==> src/rtl/twos_complement_serial_if.sv <==
// Request/result bundle for the bit-serial two's-complement unit.
// Master drives start/mode/din; slave returns busy/done/dout/ovf.
interface twos_complement_serial_if #(
  parameter int unsigned WIDTH = 8
);
  logic             start;
  logic [1:0]       mode;
  logic [WIDTH-1:0] din;
  logic             busy;
  logic             done;
  logic [WIDTH-1:0] dout;
  logic             ovf;

  modport master (
    output start, mode, din,
    input  busy, done, dout, ovf
  );

  modport slave (
    input  start, mode, din,
    output busy, done, dout, ovf
  );
endinterface

==> src/rtl/twos_complement_serial.sv <==
// Bit-serial PASS/ONES/TWOS/ABS converter, LSB first, one bit per clock.
// Define TWOS_COMPLEMENT_SERIAL_SAT_EN to clamp overflowing results to the most-positive value.
module twos_complement_serial #(
  parameter int unsigned WIDTH = 8
) (
  input  logic                    clk,
  input  logic                    rst,
  twos_complement_serial_if.slave bus
);
  localparam int unsigned  CW     = $clog2(WIDTH) + 1;
  localparam logic [CW-1:0] LAST  = CW'(WIDTH - 1);
  localparam logic [1:0]   M_ONES = 2'b01;
  localparam logic [1:0]   M_TWOS = 2'b10;
  localparam logic [1:0]   M_ABS  = 2'b11;
`ifdef TWOS_COMPLEMENT_SERIAL_SAT_EN
  localparam logic [WIDTH-1:0] SAT_VAL = {1'b0, {(WIDTH - 1){1'b1}}};
`endif

  typedef enum logic [1:0] {
    IDLE  = 2'd0,
    SHIFT = 2'd1,
    DONE  = 2'd2
  } state_e;

  state_e           state_q;
  logic [CW-1:0]    cnt_q;
  logic [1:0]       mode_q;
  logic             sign_q;
  logic             seen_q;
  logic             zeros_q;
  logic [WIDTH-1:0] sh_q;
  logic [WIDTH-1:0] dout_q;
  logic             busy_q;
  logic             done_q;
  logic             ovf_q;

  logic             in_bit_c;
  logic             neg_c;
  logic             out_bit_c;
  logic             ovf_c;
  logic [WIDTH-1:0] sh_d;
  logic [WIDTH-1:0] final_d;

  // Operand bits leave at the bottom while result bits enter at the top,
  // so after WIDTH steps the register holds the complete result.
  always_comb begin
    in_bit_c  = sh_q[0];
    neg_c     = (mode_q == M_TWOS) || ((mode_q == M_ABS) && sign_q);
    out_bit_c = in_bit_c;
    if (mode_q == M_ONES) begin
      out_bit_c = ~in_bit_c;
    end else if (neg_c) begin
      out_bit_c = in_bit_c ^ seen_q;
    end
    sh_d  = {out_bit_c, sh_q[WIDTH-1:1]};
    // Only meaningful on the MSB step: sign set with every lower bit clear.
    ovf_c = mode_q[1] && in_bit_c && zeros_q;
`ifdef TWOS_COMPLEMENT_SERIAL_SAT_EN
    final_d = ovf_c ? SAT_VAL : sh_d;
`else
    final_d = sh_d;
`endif
  end

  always_ff @(posedge clk) begin
    if (rst) begin
      state_q <= IDLE;
      cnt_q   <= '0;
      mode_q  <= '0;
      sign_q  <= 1'b0;
      seen_q  <= 1'b0;
      zeros_q <= 1'b0;
      sh_q    <= '0;
      dout_q  <= '0;
      busy_q  <= 1'b0;
      done_q  <= 1'b0;
      ovf_q   <= 1'b0;
    end else begin
      done_q <= 1'b0;
      case (state_q)
        IDLE: begin
          if (bus.start) begin
            state_q <= SHIFT;
            sh_q    <= bus.din;
            mode_q  <= bus.mode;
            sign_q  <= bus.din[WIDTH-1];
            cnt_q   <= '0;
            seen_q  <= 1'b0;
            zeros_q <= 1'b1;
            busy_q  <= 1'b1;
          end
        end
        SHIFT: begin
          sh_q    <= sh_d;
          seen_q  <= seen_q | in_bit_c;
          zeros_q <= zeros_q & ~in_bit_c;
          cnt_q   <= cnt_q + CW'(1);
          if (cnt_q == LAST) begin
            state_q <= DONE;
            busy_q  <= 1'b0;
            done_q  <= 1'b1;
            dout_q  <= final_d;
            ovf_q   <= ovf_c;
          end
        end
        DONE: begin
          state_q <= IDLE;
        end
        default: begin
          state_q <= IDLE;
        end
      endcase
    end
  end

  assign bus.busy = busy_q;
  assign bus.done = done_q;
  assign bus.dout = dout_q;
  assign bus.ovf  = ovf_q;
endmodule

==> src/flat_wrapper.sv <==
// flat-port wrapper written by rule: the top's interface ports become plain ports
module twos_complement_serial_flat 
#(
  parameter int unsigned WIDTH = 8
)
  (clk, rst, bus_start, bus_mode, bus_din, bus_busy, bus_done, bus_dout, bus_ovf);
  twos_complement_serial_if #(.WIDTH(WIDTH)) bus_i ();
  input  logic clk;
  input  logic rst;
  input wire logic [$bits(bus_i.start)-1:0] bus_start;
  input wire logic [$bits(bus_i.mode)-1:0] bus_mode;
  input wire logic [$bits(bus_i.din)-1:0] bus_din;
  output wire logic [$bits(bus_i.busy)-1:0] bus_busy;
  output wire logic [$bits(bus_i.done)-1:0] bus_done;
  output wire logic [$bits(bus_i.dout)-1:0] bus_dout;
  output wire logic [$bits(bus_i.ovf)-1:0] bus_ovf;
  assign bus_i.start = bus_start;
  assign bus_i.mode = bus_mode;
  assign bus_i.din = bus_din;
  assign bus_busy = bus_i.busy;
  assign bus_done = bus_i.done;
  assign bus_dout = bus_i.dout;
  assign bus_ovf = bus_i.ovf;
  twos_complement_serial #(.WIDTH(WIDTH)) u_core (.clk(clk), .rst(rst), .bus(bus_i));
endmodule
==> config.mk <==
export PLATFORM = sky130hd
export DESIGN_NAME = twos_complement_serial_flat
export DESIGN_NICKNAME = d
export VERILOG_FILES = /design/src/rtl/twos_complement_serial_if.sv /design/src/rtl/twos_complement_serial.sv /design/src/flat_wrapper.sv
export SDC_FILE = /design/constraint.sdc
export NUM_CORES = 1
export LEC_CHECK = 0
export ABC_AREA = 1
export CORE_MARGIN = 2
export CORE_UTILIZATION = 45
export DETAILED_ROUTE_END_ITERATION = 8
export GPL_TIMING_DRIVEN = 0
export PLACE_DENSITY_LB_ADDON = 0.08
export SLEW_MARGIN = 10
export SYNTH_ARGS = -nofsm -noshare
export SYNTH_HDL_FRONTEND = slang
export SYNTH_SLANG_ARGS = --single-unit
==> constraint.sdc <==
create_clock -name clk -period 2.4 [get_ports clk]
set_input_delay 0.6 -clock clk [delete_from_list [all_inputs] [get_ports clk]]
set_output_delay 0.6 -clock clk [all_outputs]
set_load 0.02 [all_outputs]
==> impl_metrics.toml, run 1 <==
[sta]
fin_crit_ns = 1.89
max_slew_margin_pct = 84.1
finalSetupTns_ns = 0
rsz0062_at_grt = "false"
slew_viol_final = 0
worst_slew_pin_slew_ns = 0.236
fmax_ghz = 0.529
hold_violations = 0
fin_crit_sh_pct = 78.7
setup_violations = 0
finalClockSkew_ns = 0.00349

[global_route]
grt_usage_pct = 17.7
grt_remaining_overflow = 0
antenna_found_initial = 0
grt_pass1_vias = 973
grt_max_degree = 11
grt_pass1_wl_um = 4420

[setup_path]
crit_path_start_kind = "flip-flop"
cp_slowest_cell = "clkdlybuf4s50_1"
worstPathMaxFanout = 2
cp_cell_sequence = "clkdlybuf4s50_1"
crit_path_max_incr_delay_ns = 0.60
endpoint_kind = "primary output"
path_delay_family = "buffers and inverters"
cp.arrival_ns = 1.29
required_ns = 1.80
crit_type = "flip-flop to primary output"
crit_buf_inv = 1

[synth]
synth_compound_area_share_pct = 21.5
seq_area_frac_synth_pct = 46.2
synth_top_area_share_pct = 46.2
synth_top_cells_by_count = "30 x dfxtp_1, 24 x nand2_1, 21 x o21ai_0, 17 x inv_1, 15 x a21oi_1"
yosys_register_bits = 30
synth_edf_count = 0
synth-xor-area-share_pct = 0
synth_flop_cell = "dfxtp_1"
synthCells = 158
netlist_area_mm2 = 0.00130
synth_cell_types = 23
synth_top_family_by_area = "compound AO/OA/AOI/OAI gates"
synth_top_area_cell = "dfxtp_1"
synth.area.top_cells = "dfxtp_1 46%, o21ai_0 8.1%, nand2_1 6.9%"
syn_nets = 173
muxShareOfSynthArea_pct = 0
synth-simple-area-share_pct = 19.8
synth_area_per_cell_um2 = 8.24
ys_warn_count = 0
synthArstFlopShare_pct = 0
synth_fa_ha_area_share_pct = 1.92
synth_most_common_cell = "dfxtp_1"

[floorplan]
die-area_mm2 = 0.00334
core_mm2 = 0.00276
start_util_pct = 47.2
rows = 19
fp.dieH_um = 57.8
ios = 24
die_x_um = 57.8

[cts]
clock_latency_ns = 0.33
numCtsBuffers = 5
clk_path_buf_depth = 2
clk_pin_slew_ns = 0.09
cts_tree = "yes"
cts_hold_buf = 0
cts-root-buf = "clkbuf_4"
postCtsResizedCells = 0
h-tree-depth = 2
clkSinkCount = 30
postCtsSetupBuffers = 0

[routing]
dr.pass1.iters = 4
wl_um = 2620
vias = 1075
via_per_inst = 4.91
ant_nets = 0
drt_iter0_drc = 36
wl_per_cell_um = 12.0
drc = 0

[finish]
fill_cells = 262
area_growth_pct = 26.0
nets = 202
final_core_util_pct = 59.4
multi_input_area_um2 = 563
register_area_um2 = 601
diodes = 0
layout-drive-gt1-share_pct = 19.7

[placement]
routabilityCongestion = 0.758
dp_hpwl_um = 1890
portBuffers = 22

[power_and_ir_drop]
ir_worst_vdd_uv = 484
p_leak_nw = 0.686
power.density_mw_per_mm2 = 645

[worst_hold_path]
hold_path_class = "flip-flop to flip-flop"

[run]
cap_violations = 0

[status]
outcome = "finished clean"
## worst register-to-register path, stage by stage, from the launching register on
cell and delay [ns]:
dfxtp_1 0.38, ha_1 0.18, nand2_1 0.08, nor2_2 0.16, nand2_4 0.13, inv_4 0.11
nand2_4 0.10, o21ai_2 0.12
## report_power, final
part	leakage [nW]	switching, mW	internal, mW
sequential	0.245	0.0133	0.523
combinational	0.396	0.0860	0.0599
clock	0.0446	0.175	0.200
total	0.686	0.274	0.783
## metrics by stage
stage                     std cells  total power [mW]  cell area (µm²)  hold WS [ns]  worst slack (ns)
after floorplan                 158             0.645             1300         0.445              1.14
after global placement          211             0.690             1560         0.449             0.579
after detailed placement        211             0.694             1560         0.451             0.557
after CTS                       219              1.07             1640         0.466             0.496
after global routing            219              1.11             1640         0.492             0.461
final                           219              1.06             1640         0.463             0.511
## worst paths after layout
kind	startpoint	to	slack [ns]	cells past startpoint
setup / recovery	u_core.bus.dout[3]	bus_dout[3]	0.51	1
hold / removal	u_core.bus.busy	u_core.bus.busy	0.46	2
setup reg to reg	u_core.cnt_q[0]	u_core.bus.dout[6]	1.08	7
hold reg to reg	u_core.bus.busy	u_core.bus.busy	0.46	2
## cell families after synthesis
group / Yosys count
buf+inv: 28
flops: 30
fa+ha+maj: 2
compound gates: 48
simple gates: 50
## flip-flops by register name, indices dropped and copies added, names as in the netlist
signal           flops
u_core.state_q       2
u_core.seen_q        1
u_core.bus.dout      8
u_core.cnt_q         4
u_core.mode_q        2
u_core.bus.ovf       1
u_core.zeros_q       1
u_core.bus.done      1
u_core.sh_q          8
u_core.bus.busy      1
u_core.sign_q        1
## cell type report
| cell class | count | area share [%] |
|---|---|---|
| clock buffers | 8 | 4.81 |
| flip-flops and latches | 30 | 36.6 |
| inverters | 23 | 5.88 |
| well taps | 31 | 2.37 |
| multi-input cells | 100 | 34.4 |
| repair buffers | 22 | 13.4 |
| plain buffers | 5 | 2.52 |
## cells in the final DEF (no fill, tap or decap), types with 3 or more instances in the layout
cell             netlist  final
dfxtp_1               30     30
nand2_1               24     24
clkdlybuf4s50_1        0     22
o21ai_0               21     21
inv_1                 17     17
a21oi_1               15     15
nand3_1               13     13
o21ai_2                7      7
clkbuf_4               0      5
nand2_4                4      4
nor2_1                 4      4
inv_2                  3      3
buf_2                  3      3
a21oi_2                3      3
clkbuf_8               0      3
## metal layers
layer | wire length [µm] | share of wire, % | GRT usage (%)
met3 | 160 | 6.1 | 6.70
met2 | 1100 | 42 | 25.0
met5 | 0 | 0 | 0
met1 | 1310 | 50 | 24.1
met4 | 52 | 2.0 | 7.97
Note: power is estimated with default switching activity, not from simulation.
==> run 2, diff against run 1 <==
==> constraint.sdc (replaced) <==
create_clock -name clk -period 1.7 [get_ports clk]
set_input_delay 0.425 -clock clk [delete_from_list [all_inputs] [get_ports clk]]
set_output_delay 0.425 -clock clk [all_outputs]
set_load 0.02 [all_outputs]
==> run 2 against run 1 <==
Compared with the run above:
- non-clock buffer count unchanged
- register-to-register slack got worse by 0.70 ns
- final cell count unchanged
- wire length increased by 0.23%
- die area unchanged
- power increased by 41%
- critical path depth unchanged
- hold slack got worse by 0.082 ns
- utilization decreased by 0.36 points
- count of clock-buffer cells in the layout unchanged
- worst setup slack got worse by 0.25 ns
- first-iteration DRC count increased by 8.3%
==> impl_metrics.toml, run 2 (synthesized netlist as in run 1, its figures left out) <==
[status]
outcome = "finished clean"

[routing]
wl_met2_um = 1110
m1WireLength_um = 1300
drt_iter0_drc = 39
vias = 1076
wl_per_cell_um = 12.0
top_layer = "met4"
ant_nets = 0
wl_met3_um = 172
via_per_inst = 4.91
dr.pass1.iters = 4
drc = 0
wl_um = 2630

[finish]
stdcell_count = 219
final_common_cell = "dfxtp_1"
most-common-layout-cells = "30 x dfxtp_1, 24 x nand2_1, 21 x o21ai_0, 17 x inv_1, 15 x a21oi_1"
diodes = 0
register_area_um2 = 601
fin_area_mm2 = 0.00163
final_core_util_pct = 59.1
multi_input_area_um2 = 563
area_growth_pct = 25.2
nets = 202
layout-drive-gt1-share_pct = 19.7
fill_cells = 260

[cts]
cts_hold_buf = 0
cts-root-buf = "clkbuf_4"
postCtsSetupBuffers = 0
cts_tree = "yes"
clk_pin_slew_ns = 0.09
clk_path_buf_depth = 2
clkSinkCount = 30
numCtsBuffers = 5
clock_latency_ns = 0.33
h-tree-depth = 2

[sta]
rsz0062_at_grt = "false"
setup_violations = 0
fin_crit_sh_pct = 84.7
hold_violations = 0
fin_hold_ws_ns = 0.381
final.setup.worst_slack_ns = 0.261
max_slew_margin_pct = 84.1
finalClockSkew_ns = 0.00316
worst_slew_pin_slew_ns = 0.236
fin_crit_ns = 1.44
slew_viol_final = 0
fmax_ghz = 0.695
finalSetupTns_ns = 0

[power_and_ir_drop]
total_power_mw = 1.49
ir_worst_vdd_uv = 684
power.density_mw_per_mm2 = 915
p_leak_nw = 0.752

[setup_path]
path_delay_family = "flip-flops"
rr_endpoint = "u_core.bus.dout[6]"
endpoint_kind = "primary output"
crit_buf_inv = 1
cp.arrival_ns = 1.01
setup.worst_path.start = "u_core.bus.dout[3]"
cp_cell_sequence = "dlygate4sd2_1"
reg2reg_depth = 7
cp_slowest_cell = "dfxtp_1"
r2r-start = "u_core.cnt_q[0]"
crit_type = "flip-flop to primary output"
crit_path_max_incr_delay_ns = 0.35
crit_path_start_kind = "flip-flop"
worstPathMaxFanout = 2
required_ns = 1.27
ff2ff_setup_slack_ns = 0.38

[placement]
routabilityCongestion = 0.758
dpl_cell_area_mm2 = 0.00156
dp_hpwl_um = 1890
place_ws_ns = 0.0315
portBuffers = 22
dp_cells = 211

[worst_hold_path]
hold_path_class = "input pin to flip-flop"
hp-start = "rst"
hold_depth = 2
whs_endpoint = "u_core.seen_q"

[floorplan]
core_mm2 = 0.00276
die_x_um = 57.8
start_util_pct = 47.2
rows = 19
ios = 24
die-area_mm2 = 0.00334
fp.dieH_um = 57.8

[global_route]
grt_usage_pct = 17.8
grt_pass1_wl_um = 4430
grt_remaining_overflow = 0
grt_max_degree = 11
antenna_found_initial = 0
grt_pass1_vias = 975

[run]
cap_violations = 0
run 2: cell count changes in the layout (fill, tap and decap cells not counted), sizes merged:
cell and delta:
clkdlybuf4s50 -11, dlygate4sd2 +10, dlymetal6s2s +1
run 2: how the worst max path moves through the flow:
stage                                    end  slack, ns  depth (start not counted)
final                            bus_dout[3]       0.26                          1
after global routing             bus_dout[3]       0.21                          1
after CTS                           bus_done       0.02                          1
after detailed placement   u_core.state_q[0]       0.03                          6
after global placement        u_core.sh_q[4]       0.05                          6
after floorplan           u_core.bus.dout[7]       0.55                          9
run 2: metal layers:
metal	global-route usage, %	up-vias
li1	-	580
met1	24.2	469
met2	25.0	21
met3	6.70	6
met4	7.97	0
met5	0	-
run 2: final cells by class:
cell class	count	share of cell area, %
flip-flops and latches	30	36.9
clock buffers	8	4.84
well taps	31	2.38
inverters	23	5.91
multi-input cells	100	34.6
plain buffers	5	2.53
repair buffers	22	12.9
run 2: timing repair:
action | in CTS | in global routing
pin swaps | 0 | 0
gates cloned | 0 | 0
setup endpoints to repair | 10 | 1
resized for setup | 10 | 1
endpoints found under the hold margin | 0 | 0
run 2: report_power, final:
part | switching (mW) | internal, mW | leakage [nW]
registers | 0.0187 | 0.739 | 0.245
logic | 0.121 | 0.0832 | 0.462
clock network | 0.246 | 0.282 | 0.0446
total | 0.386 | 1.10 | 0.752
==> run 3, diff against run 2 <==
==> constraint.sdc (replaced) <==
create_clock -name clk -period 1.39 [get_ports clk]
set_input_delay 0.3475 -clock clk [delete_from_list [all_inputs] [get_ports clk]]
set_output_delay 0.3475 -clock clk [all_outputs]
set_load 0.02 [all_outputs]
==> run 3 against run 2 <==
Compared with the run above:
- clock skew barely moved
- hold slack worse by 0.083 ns
- sequential share of layout area is 0.18 points lower
- count of clock-buffer cells in the layout unchanged
- power up 22%
- utilization up 0.54 points
- global-route usage barely moved
- critical endpoint is now bus_dout[7]
- largest power group unchanged
==> impl_metrics.toml, run 3 (synthesized netlist as in run 1, its figures left out) <==
[global_route]
grt_usage_pct = 17.7
grt_pass1_wl_um = 4420
grt_pass1_vias = 969
grt_remaining_overflow = 0
antenna_found_initial = 0
grt_max_degree = 11

[power_and_ir_drop]
ir_worst_vdd_uv = 833
power.density_mw_per_mm2 = 1110
p_leak_nw = 0.707

[cts]
clk_path_buf_depth = 2
clkSinkCount = 30
h-tree-depth = 2
clock_latency_ns = 0.33
cts_hold_buf = 0
numCtsBuffers = 5
cts_tree = "yes"
clk_pin_slew_ns = 0.09
cts-root-buf = "clkbuf_4"

[sta]
hold_violations = 0
setup_violations = 0
worst_slew_pin_slew_ns = 0.236
fmax_ghz = 0.740
fin_crit_ns = 1.35
slew_viol_final = 0
rsz0062_at_grt = "false"
fin_crit_sh_pct = 97.2
max_slew_margin_pct = 84.1
finalClockSkew_ns = 0.00349

[setup_path]
crit_type = "flip-flop to primary output"
crit_path_start_kind = "flip-flop"
required_ns = 1.04
cp_cell_sequence = "dlygate4sd2_1"
endpoint_kind = "primary output"
path_delay_family = "flip-flops"
worstPathMaxFanout = 2
crit_path_max_incr_delay_ns = 0.34
cp_slowest_cell = "dfxtp_1"
crit_buf_inv = 1
cp.arrival_ns = 1.00

[routing]
drc = 0
wl_per_cell_um = 12.0
vias = 1075
wl_um = 2620
dr.pass1.iters = 4
via_per_inst = 4.91
ant_nets = 0
drt_iter0_drc = 39

[placement]
portBuffers = 22
dpl_cell_area_mm2 = 0.00156
dp_hpwl_um = 1890
routabilityCongestion = 0.758
dp_cells = 211

[finish]
fin_area_mm2 = 0.00164
layout-drive-gt1-share_pct = 20.7
final_common_cell = "dfxtp_1"
stdcell_count = 219
nets = 202
fill_cells = 262
area_growth_pct = 26.3
diodes = 0
most-common-layout-cells = "28 x dfxtp_1, 24 x nand2_1, 21 x o21ai_0, 17 x inv_1, 15 x a21oi_1"

[floorplan]
fp.dieH_um = 57.8
die_x_um = 57.8
start_util_pct = 47.2
die-area_mm2 = 0.00334
ios = 24
rows = 19
core_mm2 = 0.00276

[status]
outcome = "finished clean"

[worst_hold_path]
hold_path_class = "input pin to flip-flop"

[run]
cap_violations = 0
-- run 3: cell count changes in the layout (fill, tap and decap cells not counted) --
cell,previous run,this run
dlymetal6s2s_1,1,0
dfxtp_2,0,2
nor2_4,0,1
dfxtp_1,30,28
dlygate4sd2_1,10,2
nor2_2,1,0
clkdlybuf4s15_1,0,9
-- run 3: path summary, 6_finish.rpt --
path                                          from            endpoint  slack, ns  depth (start not counted)
worst max-delay path            u_core.bus.dout[7]         bus_dout[7]       0.04                          1
worst min-delay path                           rst     u_core.cnt_q[1]       0.30                          2
worst max register to register      u_core.sh_q[0]  u_core.bus.dout[7]       0.14                          8
worst min register to register     u_core.cnt_q[0]     u_core.cnt_q[0]       0.45                          1
-- run 3: per-layer routing --
layer / GRT usage [%] / vias up / wire length (µm)
li1: - / 582 / -
met1: 24.2 / 466 / 1310
met2: 24.8 / 21 / 1100
met3: 6.70 / 6 / 161
met4: 7.97 / 0 / 52
met5: 0 / - / 0
-- run 3: final cells by class --
cell class              count  area [µm²]  share of cell area, %
flip-flops and latches     30         603                   36.7
multi-input cells         100         568                   34.6
repair buffers             22         218                   13.2
inverters                  23        96.3                   5.86
clock buffers               8        78.8                   4.79
plain buffers               5        41.3                   2.51
well taps                  31        38.8                   2.36
-- run 3: stage by stage --
stage               setup slack (ns)  setup TNS, ns  hold WS, ns  power (mW)  utilization [%]
global placement              -0.179          -1.49        0.449        1.19             56.6
global route                 0.00384              0        0.292        1.92             59.6
detailed placement            -0.201          -1.70        0.451        1.20             56.6
CTS                           0.0113              0        0.292        1.84             58.9
floorplan                      0.242              0        0.445        1.11                -
finish                        0.0394              0        0.298        1.83             59.6
-- run 3: report_power, final --
| part | switching, mW | internal (mW) | leakage (nW) |
|---|---|---|---|
| Sequential | 0.0229 | 0.904 | 0.246 |
| Clock | 0.302 | 0.345 | 0.0446 |
| Combinational | 0.148 | 0.102 | 0.417 |
| Total | 0.474 | 1.35 | 0.707 |
-- run 3: repair_timing --
action,in CTS,in global routing
buffers inserted,0,0
setup endpoints to repair,11,18
resized for setup,11,12
